<file path="config.mk">
export PLATFORM = sky130hd
export DESIGN_NAME = alu_issue_ctrl
export DESIGN_NICKNAME = d
export VERILOG_FILES = /design/src/rtl/alu_issue_ctrl.sv
export SDC_FILE = /design/constraint.sdc
export NUM_CORES = 1
export LEC_CHECK = 0
export ABC_AREA = 1
export ABC_CLOCK_PERIOD_IN_PS = 1300
export CAP_MARGIN = 25
export CORE_UTILIZATION = 39
export CTS_CLUSTER_DIAMETER = 150
export DETAILED_ROUTE_END_ITERATION = 8
export GPL_ROUTABILITY_DRIVEN = 0
export PLACE_DENSITY_LB_ADDON = 0.1
export SLEW_MARGIN = 10
export SYNTH_ARGS = -nofsm -noshare
export SYNTH_HDL_FRONTEND = slang
export SYNTH_SLANG_ARGS = --single-unit
</file>
<file path="constraint.sdc">
create_clock -name CK_REF -period 1.3 [get_ports CK_REF]
set_input_delay 0.325 -clock CK_REF [delete_from_list [all_inputs] [get_ports CK_REF]]
set_output_delay 0.325 -clock CK_REF [all_outputs]
set_load 0.1 [all_outputs]
</file>
<file path="src/rtl/alu_issue_ctrl.sv">
// Execute-stage issue controller: decode request -> alu handshake -> writeback.
// Optional EXEC watchdog enabled by defining ALU_TIMEOUT_EN.
module alu_issue_ctrl #(
   parameter int WIDTH          = 32,
   parameter int TAG_W          = 5,
   parameter int TIMEOUT_CYCLES = 16
) (
   input  logic             CK_REF,
   input  logic             RST_N,
   input  logic             REQ_VALID,
   output logic             REQ_READY,
   input  logic [3:0]       REQ_OP,
   input  logic [WIDTH-1:0] REQ_A,
   input  logic [WIDTH-1:0] REQ_B,
   input  logic [TAG_W-1:0] REQ_TAG,
   output logic             ALU_EN,
   output logic [3:0]       OP_VAL,
   output logic [WIDTH-1:0] A,
   output logic [WIDTH-1:0] B,
   input  logic [WIDTH-1:0] OUT,
   input  logic             CARRY_FLAG,
   input  logic             ZERO_FLAG,
   input  logic             OVERFLOW_FLAG,
   input  logic             ALU_DONE,
   output logic             RES_VALID,
   input  logic             RES_READY,
   output logic [WIDTH-1:0] RES_DATA,
   output logic [2:0]       RES_FLAGS,
   output logic [TAG_W-1:0] RES_TAG,
   output logic             RES_ERR,
   output logic             BUSY
);

   typedef enum logic [1:0] {
      IDLE,
      EXEC,
      RESP
   } state_t;

   state_t state, state_nxt;

   logic             res_hs;
   logic             accept;
   logic             timeout;
   logic             finish;
   logic [TAG_W-1:0] tag_q;

   assign res_hs    = (state == RESP) & RES_READY;
   assign REQ_READY = RST_N & ((state == IDLE) | res_hs);
   assign accept    = REQ_VALID & REQ_READY;
   assign finish    = (state == EXEC) & (ALU_DONE | timeout);
   assign BUSY      = (state != IDLE);

`ifdef ALU_TIMEOUT_EN
   localparam int CW = $clog2(TIMEOUT_CYCLES + 1);

   logic [CW-1:0] exec_cnt;

   // ALU_DONE on the expiry edge wins, so timeout is qualified by ~ALU_DONE
   assign timeout = (state == EXEC) & ~ALU_DONE
                  & (exec_cnt == CW'(TIMEOUT_CYCLES - 1));

   always_ff @(posedge CK_REF) begin
      if (!RST_N || accept)
         exec_cnt <= '0;
      else if (state == EXEC)
         exec_cnt <= exec_cnt + 1'b1;
   end

   always_ff @(posedge CK_REF) begin
      if (!RST_N)
         RES_ERR <= 1'b0;
      else if (finish)
         RES_ERR <= ~ALU_DONE;
   end
`else
   logic timeout_unused;

   assign timeout        = 1'b0;
   assign timeout_unused = (TIMEOUT_CYCLES == 0);
   assign RES_ERR        = 1'b0;
`endif

   always_comb begin
      state_nxt = state;
      unique case (state)
         IDLE: if (accept) state_nxt = EXEC;
         EXEC: if (finish) state_nxt = RESP;
         RESP: if (res_hs) state_nxt = accept ? EXEC : IDLE;
         default: state_nxt = IDLE;
      endcase
   end

   always_ff @(posedge CK_REF) begin
      if (!RST_N) begin
         state     <= IDLE;
         ALU_EN    <= 1'b0;
         RES_VALID <= 1'b0;
         OP_VAL    <= '0;
         A         <= '0;
         B         <= '0;
         tag_q     <= '0;
         RES_DATA  <= '0;
         RES_FLAGS <= '0;
         RES_TAG   <= '0;
      end else begin
         state     <= state_nxt;
         ALU_EN    <= (state_nxt == EXEC);
         RES_VALID <= (state_nxt == RESP);
         if (accept) begin
            OP_VAL <= REQ_OP;
            A      <= REQ_A;
            B      <= REQ_B;
            tag_q  <= REQ_TAG;
         end
         // a timed-out op reports zero data and flags
         if (finish) begin
            RES_DATA  <= ALU_DONE ? OUT : '0;
            RES_FLAGS <= ALU_DONE ?
                         {OVERFLOW_FLAG, CARRY_FLAG, ZERO_FLAG} : 3'b000;
            RES_TAG   <= tag_q;
         end
      end
   end

endmodule

</file>
== After elaboration in Yosys (flattened, before gate mapping) ==
Cells that the tools add are included.
Cells by class
  equality and inequality tests: 4
  add/sub/neg operators: 0
  reduce and logical (&&, ||, !) cells: 2
  bitwise gates (word level): 5
  div/mod/pow operators: 0
  muxes and demuxes: 7
  shifts and indexed selects: 0
  order comparisons: 0
  multipliers: 0
Operator list (count)
  $mux 32: 1
  $mux 2: 3
  $pmux 2 s3: 1
  $and 1x1->1: 4
  $eq 2x1->1 const B: 2
  $eq 2x2->1 const B: 2
  $mux 3: 1
  $logic_not 2->1: 1
  $reduce_bool 2->1: 1
  $mux 1: 1
  $or 1x1->1: 1
Storage, ports and cells
  bits of input ports: 113
  latch bits: 0
  flip-flop bits (word level): 117
  RAM bits: 0
  memories kept: 0
  word-level logic and storage cells: 28
  bits in read-only memories: 0

== Logic depth before layout (Yosys ltp) ==
Gate-level depths: netlist (run 1).
  word-level depth: 9
  gate-level depth with buffers: 8
  gate-level depth less buffers: 6

== Worst setup path after synthesis (run 1) ==
Ideal clock, no wire load.
  path kind: input -> output
  start point: in RES_READY
  end point: out REQ_READY
  arrival: 2879 ps
  path slack: -1904 ps
  path buffers: 2
  stages on the path: 6
  path through: inv_1 -> nand2_1 -> buf_2 -> buf_2 -> inv_1 -> nor3_1
Between the ends
  word-level cells in the longest chain between the ends: 3
RTL lines
  start, declared: line 26  | input logic RES_READY,
  $and 1x1->1: line 48  | assign res_hs = (state == RESP) & RES_READY;
  $or 1x1->1: line 49  | assign REQ_READY = RST_N & ((state == IDLE) | res_hs);
  $and 1x1->1: line 49
  end, declared: line 11  | output logic REQ_READY,
Every way passes these cells.

== Worst setup path in the final report (run 1) ==
  start point: reg state[0]
  end point: out REQ_READY
Between the ends
  word-level cells in the longest chain between the ends: 4
RTL lines
  start, declared: line 40  | state_t state, state_nxt;
  start signal, assigned: line 107  | state <= state_nxt;
  $eq 2x2->1: line 48
  $and 1x1->1: line 48
  $or 1x1->1 (*): line 49
  $and 1x1->1 (*): line 49
Mark *: on every way between the ends. The rest lies on a longest branch, timed or not.

==> flow_metrics.tcl, run 1 <==
set metrics [dict create \
    worstSetupStartpoint "state[0]$_SDFF_PN0_" \
    fin_setup_tns_ps -2480 \
    global_route_wire_length_before_repair_um 25300 \
    ctsRootBufferMaster "sky130_fd_sc_hd__clkbuf_16" \
    cell_area_after_technology_mapping_mm2 0.00530 \
    insertedDiodeCount 0 \
    finalWorstSetupSlack_ps -314 \
    htree_depth 4 \
    postSynthCellCount 823 \
    vias_per_cell 4.60 \
    syn_nets 936 \
    timing_hold_violations_final 0 \
    vias 5788 \
    fill_cells 792 \
    critical_path.max_fanout 3 \
    drt-pass1-iter-count 5 \
    final-instance-count-excl-fill 1257 \
    mostFrequentLayoutCells "207 x sky130_fd_sc_hd__inv_1, 126 x sky130_fd_sc_hd__buf_12, 121 x sky130_fd_sc_hd__nand2_1" \
    rsz0062_at_grt "yes" \
    detailroute.wirelength.met3_um 1140 \
    drive_above_1_share 0.383 \
    routed_wl_um 19600 \
    p_leak_nw 5.17 \
    irDropWorstVdd_v 0.00115 \
    layout.cells.most_common "sky130_fd_sc_hd__inv_1" \
    worstSetupStartpointType "register" \
    number_of_distinct_library_cells_after_synthesis 19 \
    powerDensity_mw_per_mm2 1250 \
    max_freq_mhz 619 \
    detail_route.wl_per_cell_um 15.6 \
    crit_chain "buf_6, nor3_4, buf_12" \
    cpMaxStageDelayCell "sky130_fd_sc_hd__dfxtp_2" \
    drt_drc_violations_left 0 \
    final_nets 1182 \
    cap_viol_max_count 0 \
    num_cts_buffers 17 \
    placement_rows 42 \
    dp_cells 1191 \
    clk_transition_reported_paths_ps 50 \
    ioPinCount 226 \
    timing.rr.start "state[1]$_SDFF_PN0_" \
    yosysWarnings 0 \
    grt_util_all_layers 0.230 \
    post_synth.cell_area_avg_um2 6.44 \
    fp.dieW_um 119 \
    area_enclosed_by_the_die_boundary_mm2 0.0141 \
    timing.critical_path.required_ps 980 \
    highest_layer "met5" \
    grt_antenna_before_repair 1 \
    final_min_period_over_clock_period 1.24 \
    initialDrtViolationCount 403 \
    cp.buffers_inverters 2 \
    design_power_total_w 0.0135 \
    insertion_delay_ps 420 \
    multi_input_comb_area_mm2 0.00225 \
    worst_setup_path_end_kind "output pin" \
    cts_buffer_depth 2 \
    synth_seq_area_share 0.442 \
    initial_core_util 0.400 \
    met2RoutedLength_um 10300 \
    grt_overflow_total 0 \
    first_global_vias 5113 \
    area_delta_synth_final_pct 104 \
    fin_worst_skew_ps 9.86 \
    count_of_endpoints_failing_setup_in_the_final_report 43 \
    worst-endpoint-arrival_ps 1290 \
    final_slew_violations 0 \
    grt_max_degree 66 \
    worst_hold_path_type "primary input to register" \
    io_buffers 224 \
    dieHeight_um 119 \
    place.detailed.hpwl_um 10300 \
    final_critical_path_required_period_ps 1610 \
    antenna_left 0 \
    top_cell_family_by_delay_on_the_critical_path "flip-flops" \
    coreArea_mm2 0.0132 \
    violated_checks "negative setup slack" \
    tritoncts_num_sinks 117 \
    final-seq-area_mm2 0.00250 \
    criticalPathCategory "register to output pin" \
    critPathMaxStageDelay_ps 320 \
    hold_start "RST_N" \
    detail_route.wirelength.met1_um 7700 \
    synth-seq-cells 117 \
    run_status "complete, but fails checks" \
    tritoncts "done" \
]
## cell families after synthesis
logic type             after synthesis  synth area share
DFF                                117             0.442
AOI/OAI and AO/OA                   43            0.0415
and+or+nand+nor                    382             0.306
other                                1          0.000707
buffers and inverters              280             0.210
## state kept, by name, summed over array words and instances (netlist names), 2 cells and up
signal and cells:
OP_VAL 4, RES_TAG 5, RES_DATA 32, RES_FLAGS 3
state 2, A 32, B 32, tag_q 5
## metal layers
layer | vias up | GRT usage
met5 | - | 0
met4 | 2 | 0.0941
met1 | 2660 | 0.266
met2 | 191 | 0.384
met3 | 34 | 0.0816
li1 | 2901 | -
## final timing paths
path                                    to  slack [ps]  cells after the start
setup reg to reg  RES_DATA[8]$_SDFFE_PN0P_         -90                      7
setup / recovery                 REQ_READY        -310                      3
hold reg to reg    RES_TAG[0]$_SDFFE_PN0P_         490                      2
hold / removal         state[1]$_SDFF_PN0_         380                      5
## stage by stage
stage	setup slack [ps]	utilization	area (µm²)	hold WS, ps
finish	-314	0.816	10800	379
global route	-363	0.816	10800	395
CTS	-335	0.744	9850	343
detailed placement	-549	0.676	8950	479
global placement	-544	0.676	8950	471
floorplan	-485	-	5350	455
## cell type report
class / instances / area share
inverter: 227 / 0.0807
sequential: 117 / 0.231
clock inverter: 9 / 0.0160
tap: 176 / 0.0204
timing repair buffer: 280 / 0.398
clock buffer: 22 / 0.0448
multi-input combinational: 426 / 0.209
## worst min-delay path: cells and delay by family
| kind | cells | cell delay [ps] |
|---|---|---|
| AOI/OAI and AO/OA | 1 | 90 |
| buffers and inverters | 3 | 260 |
| and+or+nand+nor | 1 | 90 |
## cells in the mapped netlist
cell type / instances / area share
sky130_fd_sc_hd__conb_1: 1 / 0.00071
sky130_fd_sc_hd__nand4_1: 73 / 0.086
sky130_fd_sc_hd__inv_2: 15 / 0.011
sky130_fd_sc_hd__nor2_1: 154 / 0.11
sky130_fd_sc_hd__buf_2: 16 / 0.015
sky130_fd_sc_hd__nor2_2: 1 / 0.0012
sky130_fd_sc_hd__a21oi_1: 1 / 0.00094
sky130_fd_sc_hd__o21ai_0: 40 / 0.038
sky130_fd_sc_hd__nand3_1: 1 / 0.00094
sky130_fd_sc_hd__buf_4: 1 / 0.0014
sky130_fd_sc_hd__inv_1: 212 / 0.15
sky130_fd_sc_hd__dfxtp_1: 117 / 0.44
sky130_fd_sc_hd__nor3_1: 1 / 0.00094
sky130_fd_sc_hd__a21boi_1: 2 / 0.0028
sky130_fd_sc_hd__buf_6: 5 / 0.011
sky130_fd_sc_hd__clkbuf_1: 21 / 0.015
sky130_fd_sc_hd__or2_2: 1 / 0.0012
sky130_fd_sc_hd__buf_1: 10 / 0.0071
sky130_fd_sc_hd__nand2_1: 151 / 0.11
## timing repair
action | 4_1_cts | 5_1_grt
cloned | 1 | 19
hold buffers | 0 | 0
setup endpoints to repair | 162 | 117
buffers inserted | 7 | 9
pin swaps | 5 | 65
hold endpoints to repair | 0 | 0
resized for setup | 119 | 149
## power by group
part	leakage, nW	switching (W)	internal [W]	total [W]
Combinational	3.84	0.00251	0.00166	0.00416
Clock	0.322	0.00166	0.00358	0.00524
Sequential	1.01	0.000242	0.00386	0.00410
Power figures use the tool's default switching activity.
==> inputs of run 2 (changes only) <==
--- a/config.mk
+++ b/config.mk
@@ -13,3 +13,2 @@
 export DETAILED_ROUTE_END_ITERATION = 8
-export GPL_ROUTABILITY_DRIVEN = 0
 export PLACE_DENSITY_LB_ADDON = 0.1
==> constraint.sdc (replaced) <==
create_clock -name CK_REF -period 1.3 [get_ports CK_REF]
set_input_delay 0.26 -clock CK_REF [delete_from_list [all_inputs] [get_ports CK_REF]]
set_output_delay 0.26 -clock CK_REF [all_outputs]
set_load 0.1 [all_outputs]
==> run 2 against run 1 <==
Effect of this change: the flow still finishes with violations (negative setup slack); cell count fell by 0.80%; setup slack improved by 74 ps; global-route usage fell by 1.2 points; largest cell class unchanged; largest power group unchanged; highest routed layer is now met4.
==> flow_metrics.tcl, run 2 (synthesis gave the netlist of run 1 again) <==
set metrics [dict create \
    run_status "complete, but fails checks" \
    violated_checks "negative setup slack" \
    final_nets 1172 \
    fin_setup_tns_ps -2560 \
    ctsRootBufferMaster "sky130_fd_sc_hd__clkbuf_16" \
    placement_rows 42 \
    timing.rr.start "state[0]$_SDFF_PN0_" \
    final_min_period_over_clock_period 1.19 \
    timing_hold_violations_final 0 \
    mostFrequentLayoutCells "207 x sky130_fd_sc_hd__inv_1, 143 x sky130_fd_sc_hd__nor2_1, 127 x sky130_fd_sc_hd__buf_12" \
    swShare 0.344 \
    place_ws_ps -318 \
    insertedDiodeCount 0 \
    max_freq_mhz 649 \
    layout.cells.most_common "sky130_fd_sc_hd__inv_1" \
    vias 5645 \
    place.detailed.hpwl_um 10200 \
    count_of_endpoints_failing_setup_in_the_final_report 75 \
    multi_input_comb_area_mm2 0.00200 \
    register_share_of_total_power 0.329 \
    worst_hold_path.num_cells 5 \
    rsz0062_at_grt "yes" \
    final-instance-count-excl-fill 1247 \
    drive_above_1_share 0.239 \
    worst_hold_path_type "primary input to register" \
    grt_util_all_layers 0.217 \
    num_cts_buffers 17 \
    regToRegSetupSlack_ps -100 \
    area_delta_synth_final_pct 91.2 \
    gpl.final_weighted_congestion 0.779 \
    hold_start "RST_N" \
    drt-pass1-iter-count 5 \
    layout_top_registers "A: 32 flops, B: 32 flops, RES_DATA: 32 flops" \
    initialDrtViolationCount 353 \
    worstSetupStartpointType "register" \
    ioPinCount 226 \
    first_global_vias 4951 \
    worst_setup_path_end_kind "output pin" \
    htree_depth 4 \
    final_critical_path_required_period_ps 1540 \
    finalWorstSetupSlack_ps -241 \
    fin_worst_skew_ps 4.88 \
    comb_power_share 0.327 \
    net-switching-power_w 0.00423 \
    tritoncts_num_sinks 117 \
    coreArea_mm2 0.0132 \
    insertion_delay_ps 420 \
    grt_antenna_before_repair 0 \
    cts_buffer_depth 2 \
    area_enclosed_by_the_die_boundary_mm2 0.0141 \
    worst-endpoint-arrival_ps 1280 \
    worstSetupStartpoint "state[0]$_SDFF_PN0_" \
    io_buffers 224 \
    power.share.clock 0.344 \
    irDropWorstVdd_v 0.000793 \
    detail_route.wl_per_cell_um 14.2 \
    powerDensity_mw_per_mm2 1210 \
    critical_path.max_fanout 2 \
    hold_path_end "state[1]$_SDFF_PN0_" \
    dieHeight_um 119 \
    routed_wl_um 17700 \
    criticalPathCategory "register to output pin" \
    grt_max_degree 114 \
    antenna_left 0 \
    rr_worst_depth 8 \
    clk_transition_reported_paths_ps 50 \
    final_slew_violations 0 \
    critical_path.reg2reg.endpoint "B[31]$_SDFFE_PN0P_" \
    grt_overflow_total 0 \
    tritoncts "done" \
    cap_viol_max_count 0 \
    p_leak_nw 5.02 \
    fill_cells 960 \
    cell_internal_pwr_w 0.00808 \
    timing.critical_path.required_ps 1040 \
    dp_cells 1192 \
    initial_core_util 0.400 \
    finalCoreUtilization 0.766 \
    fp.dieW_um 119 \
    drt_drc_violations_left 0 \
    vias_per_cell 4.53 \
    final-seq-area_mm2 0.00235 \
    global_route_wire_length_before_repair_um 24300 \
]
==> run 2: routing by layer <==
layer	part of all wire	track usage
met1	0.42	0.255
met5	0	0
met2	0.50	0.367
met3	0.062	0.0671
met4	0.018	0.0894
==> run 2: final cells by class <==
type	instances	share of cell area
clock buffer	27	0.0506
inverter	227	0.0843
sequential	117	0.232
timing repair buffer	270	0.413
tap	176	0.0217
multi-input combinational	426	0.197
clock inverter	4	0.00197
==> run 2: how the worst max path moves through the flow <==
| stage | depth (start not counted) | end | slack [ps] |
|---|---|---|---|
| 3_5_place_dp | 6 | REQ_READY | -320 |
| 3_3_place_gp | 6 | REQ_READY | -320 |
| 5_1_grt | 3 | REQ_READY | -270 |
| 2_1_floorplan | 5 | REQ_READY | -420 |
| 6_report | 3 | REQ_READY | -240 |
| 4_1_cts | 4 | REQ_READY | -260 |
==> run 2: timing repair <==
item,CTS,global route
resized for setup,12,59
cloned,0,17
endpoints found under the setup margin,3,89
hold buffers,0,0
pin swaps,9,37
setup buffers,3,4
==> run 2: critical path, stage by stage, from the launching register on <==
cell	delay, ps
sky130_fd_sc_hd__dfxtp_4	340
sky130_fd_sc_hd__buf_6	110
sky130_fd_sc_hd__nor3_4	200
sky130_fd_sc_hd__buf_12	200
==> run 2: power by group through the flow <==
stage / Sequential, W / Clock, W / Combinational [W]
2_1_floorplan: 0.00553 / 0 / 0.000768
3_3_place_gp: 0.00411 / 0 / 0.00371
3_5_place_dp: 0.00412 / 0 / 0.00373
4_1_cts: 0.00405 / 0.00427 / 0.00376
5_1_grt: 0.00407 / 0.00445 / 0.00422
6_report: 0.00405 / 0.00424 / 0.00403
==> run 2: through the flow <==
stage | hold slack (ps) | instance area [µm²] | power (W)
floorplan | 395 | 5340 | 0.00630
global placement | 473 | 9010 | 0.00782
detailed placement | 484 | 9010 | 0.00785
CTS | 307 | 9600 | 0.0121
global route | 386 | 10100 | 0.0127
finish | 329 | 10100 | 0.0123
==> inputs of run 3 (changes only) <==
SKIP_CTS_REPAIR_TIMING = 1   (was default)
==> run 3 against run 2 <==
Effect of this change: the flow still finishes with violations (negative setup slack); die area unchanged; non-clock buffer count fell by 20; via count is 4.7% lower; sequential power hardly changed; utilization fell by 4.0 points; sequential share of layout area rose by 1.3 points; combinational power decreased by 7.2%; wire length is 14% lower; first-iteration DRC count is 5.1% lower; cell count decreased by 1.6%; critical endpoint unchanged.
==> flow_metrics.tcl, run 3 (synthesis gave the netlist of run 1 again) <==
set metrics [dict create \
    p_leak_nw 4.80 \
    final_min_period_over_clock_period 1.20 \
    timing.critical_path.required_ps 1040 \
    coreArea_mm2 0.0132 \
    final_standard_cell_area_without_fillers_mm2 0.00961 \
    worst_setup_path_end_kind "output pin" \
    area_enclosed_by_the_die_boundary_mm2 0.0141 \
    final_slew_violations 0 \
    count_of_endpoints_failing_setup_in_the_final_report 2 \
    routed_wl_um 15200 \
    clk_transition_reported_paths_ps 50 \
    cap_viol_max_count 0 \
    grt_util_all_layers 0.216 \
    layout.cells.most_common "sky130_fd_sc_hd__inv_1" \
    insertedDiodeCount 0 \
    initialDrtViolationCount 335 \
    fin_setup_tns_ps -409 \
    gpl.final_weighted_congestion 0.779 \
    cts_buffer_depth 2 \
    htree_depth 4 \
    final_nets 1152 \
    timing_hold_violations_final 0 \
    area_delta_synth_final_pct 81.3 \
    worst_hold_path.num_cells 5 \
    placed_cell_area_mm2 0.00901 \
    worstSetupStartpointType "primary input" \
    initial_core_util 0.400 \
    place.detailed.hpwl_um 10200 \
    placement_rows 42 \
    num_cts_buffers 17 \
    ctsRootBufferMaster "sky130_fd_sc_hd__clkbuf_16" \
    detail_route.wl_per_cell_um 12.4 \
    finalWorstSetupSlack_ps -256 \
    rr_worst_depth 6 \
    hold_path_end "state[1]$_SDFF_PN0_" \
    hold_start "RST_N" \
    vias 5378 \
    insertion_delay_ps 410 \
    grt_antenna_before_repair 0 \
    antenna_left 0 \
    ioPinCount 226 \
    tritoncts_num_sinks 117 \
    fin_worst_skew_ps 7.51 \
    worst-endpoint-arrival_ps 1300 \
    violated_checks "negative setup slack" \
    powerDensity_mw_per_mm2 1250 \
    max_freq_mhz 643 \
    io_buffers 224 \
    drt_drc_violations_left 0 \
    rsz0062_at_grt "yes" \
    critical_path.reg2reg.endpoint "RES_DATA[15]$_SDFFE_PN0P_" \
    run_status "complete, but fails checks" \
    dieHeight_um 119 \
    design_power_total_w 0.0120 \
    place_ws_ps -318 \
    fp.dieW_um 119 \
    irDropWorstVdd_v 0.000750 \
    vias_per_cell 4.38 \
    grt_max_degree 114 \
    layout_top_registers "A: 32 flops, B: 32 flops, RES_DATA: 32 flops" \
    drt-pass1-iter-count 4 \
    worst_hold_path_type "primary input to register" \
    criticalPathCategory "primary input to output pin" \
    mostFrequentLayoutCells "209 x sky130_fd_sc_hd__inv_1, 153 x sky130_fd_sc_hd__nor2_1, 149 x sky130_fd_sc_hd__nand2_1" \
    tritoncts "done" \
    drive_above_1_share 0.184 \
    critical_path.max_fanout 3 \
    final_critical_path_required_period_ps 1560 \
    finalCoreUtilization 0.726 \
    regToRegSetupSlack_ps 50 \
    timing.rr.start "state[1]$_SDFF_PN0_" \
    grt_overflow_total 0 \
    first_global_vias 4914 \
    global_route_wire_length_before_repair_um 24100 \
]
-- run 3: changes by cell type in the layout (fill, tap and decap cells not counted), moves of 3 or more --
cell	delta
sky130_fd_sc_hd__nand2_1	+27
sky130_fd_sc_hd__nand2_2	-27
sky130_fd_sc_hd__clkbuf_16	-11
sky130_fd_sc_hd__nor2_1	+10
sky130_fd_sc_hd__nor2_2	-10
sky130_fd_sc_hd__o21ai_0	+10
sky130_fd_sc_hd__o21ai_1	-9
sky130_fd_sc_hd__buf_6	-5
sky130_fd_sc_hd__buf_8	-3
-- run 3: how the worst max path moves through the flow --
stage	slack [ps]	from	end
4_1_cts	-330	RES_READY	REQ_READY
3_3_place_gp	-320	RES_READY	REQ_READY
5_1_grt	-300	state[1]$_SDFF_PN0_	REQ_READY
2_1_floorplan	-420	state[1]$_SDFF_PN0_	REQ_READY
3_5_place_dp	-320	RES_READY	REQ_READY
6_report	-260	RES_READY	REQ_READY
-- run 3: power by group --
| part | total, W | leakage, nW | internal [W] | switching [W] |
|---|---|---|---|---|
| logic | 0.00374 | 3.58 | 0.00143 | 0.00231 |
| clock network | 0.00419 | 0.267 | 0.00266 | 0.00153 |
| registers | 0.00405 | 0.961 | 0.00382 | 0.000224 |
-- run 3: layer usage --
metal  wire (µm)  part of all wire  up-vias  track usage
met4         274             0.018        0       0.0894
met3         968             0.064       24       0.0671
met2        7460              0.49      154        0.365
met1        6460              0.43     2367        0.252
li1            -                 -     2833            -
met5           0                 0        -            0
-- run 3: area by class of cell --
class                           instances  area [µm²]
Multi-Input combinational cell        426        1890
Inverter                              227         855
Timing Repair Buffer                  250        3760
Clock inverter                          4        20.0
Sequential cell                       117        2350
Clock buffer                           27         513
Fill cell                            1071        3630
Tap cell                              176         220
-- run 3: critical path, stage by stage --
cell and delay [ps]:
sky130_fd_sc_hd__clkdlybuf4s50_1 470, sky130_fd_sc_hd__inv_2 50, sky130_fd_sc_hd__nand2_4 70, sky130_fd_sc_hd__inv_4 40, sky130_fd_sc_hd__nor3_4 200, sky130_fd_sc_hd__buf_12 200
-- run 3: metrics by stage --
stage	instances	hold slack (ps)
3_3_place_gp	1192	473
5_1_grt	1227	344
3_5_place_dp	1192	484
2_1_floorplan	823	395
4_1_cts	1223	311
6_report	1227	322
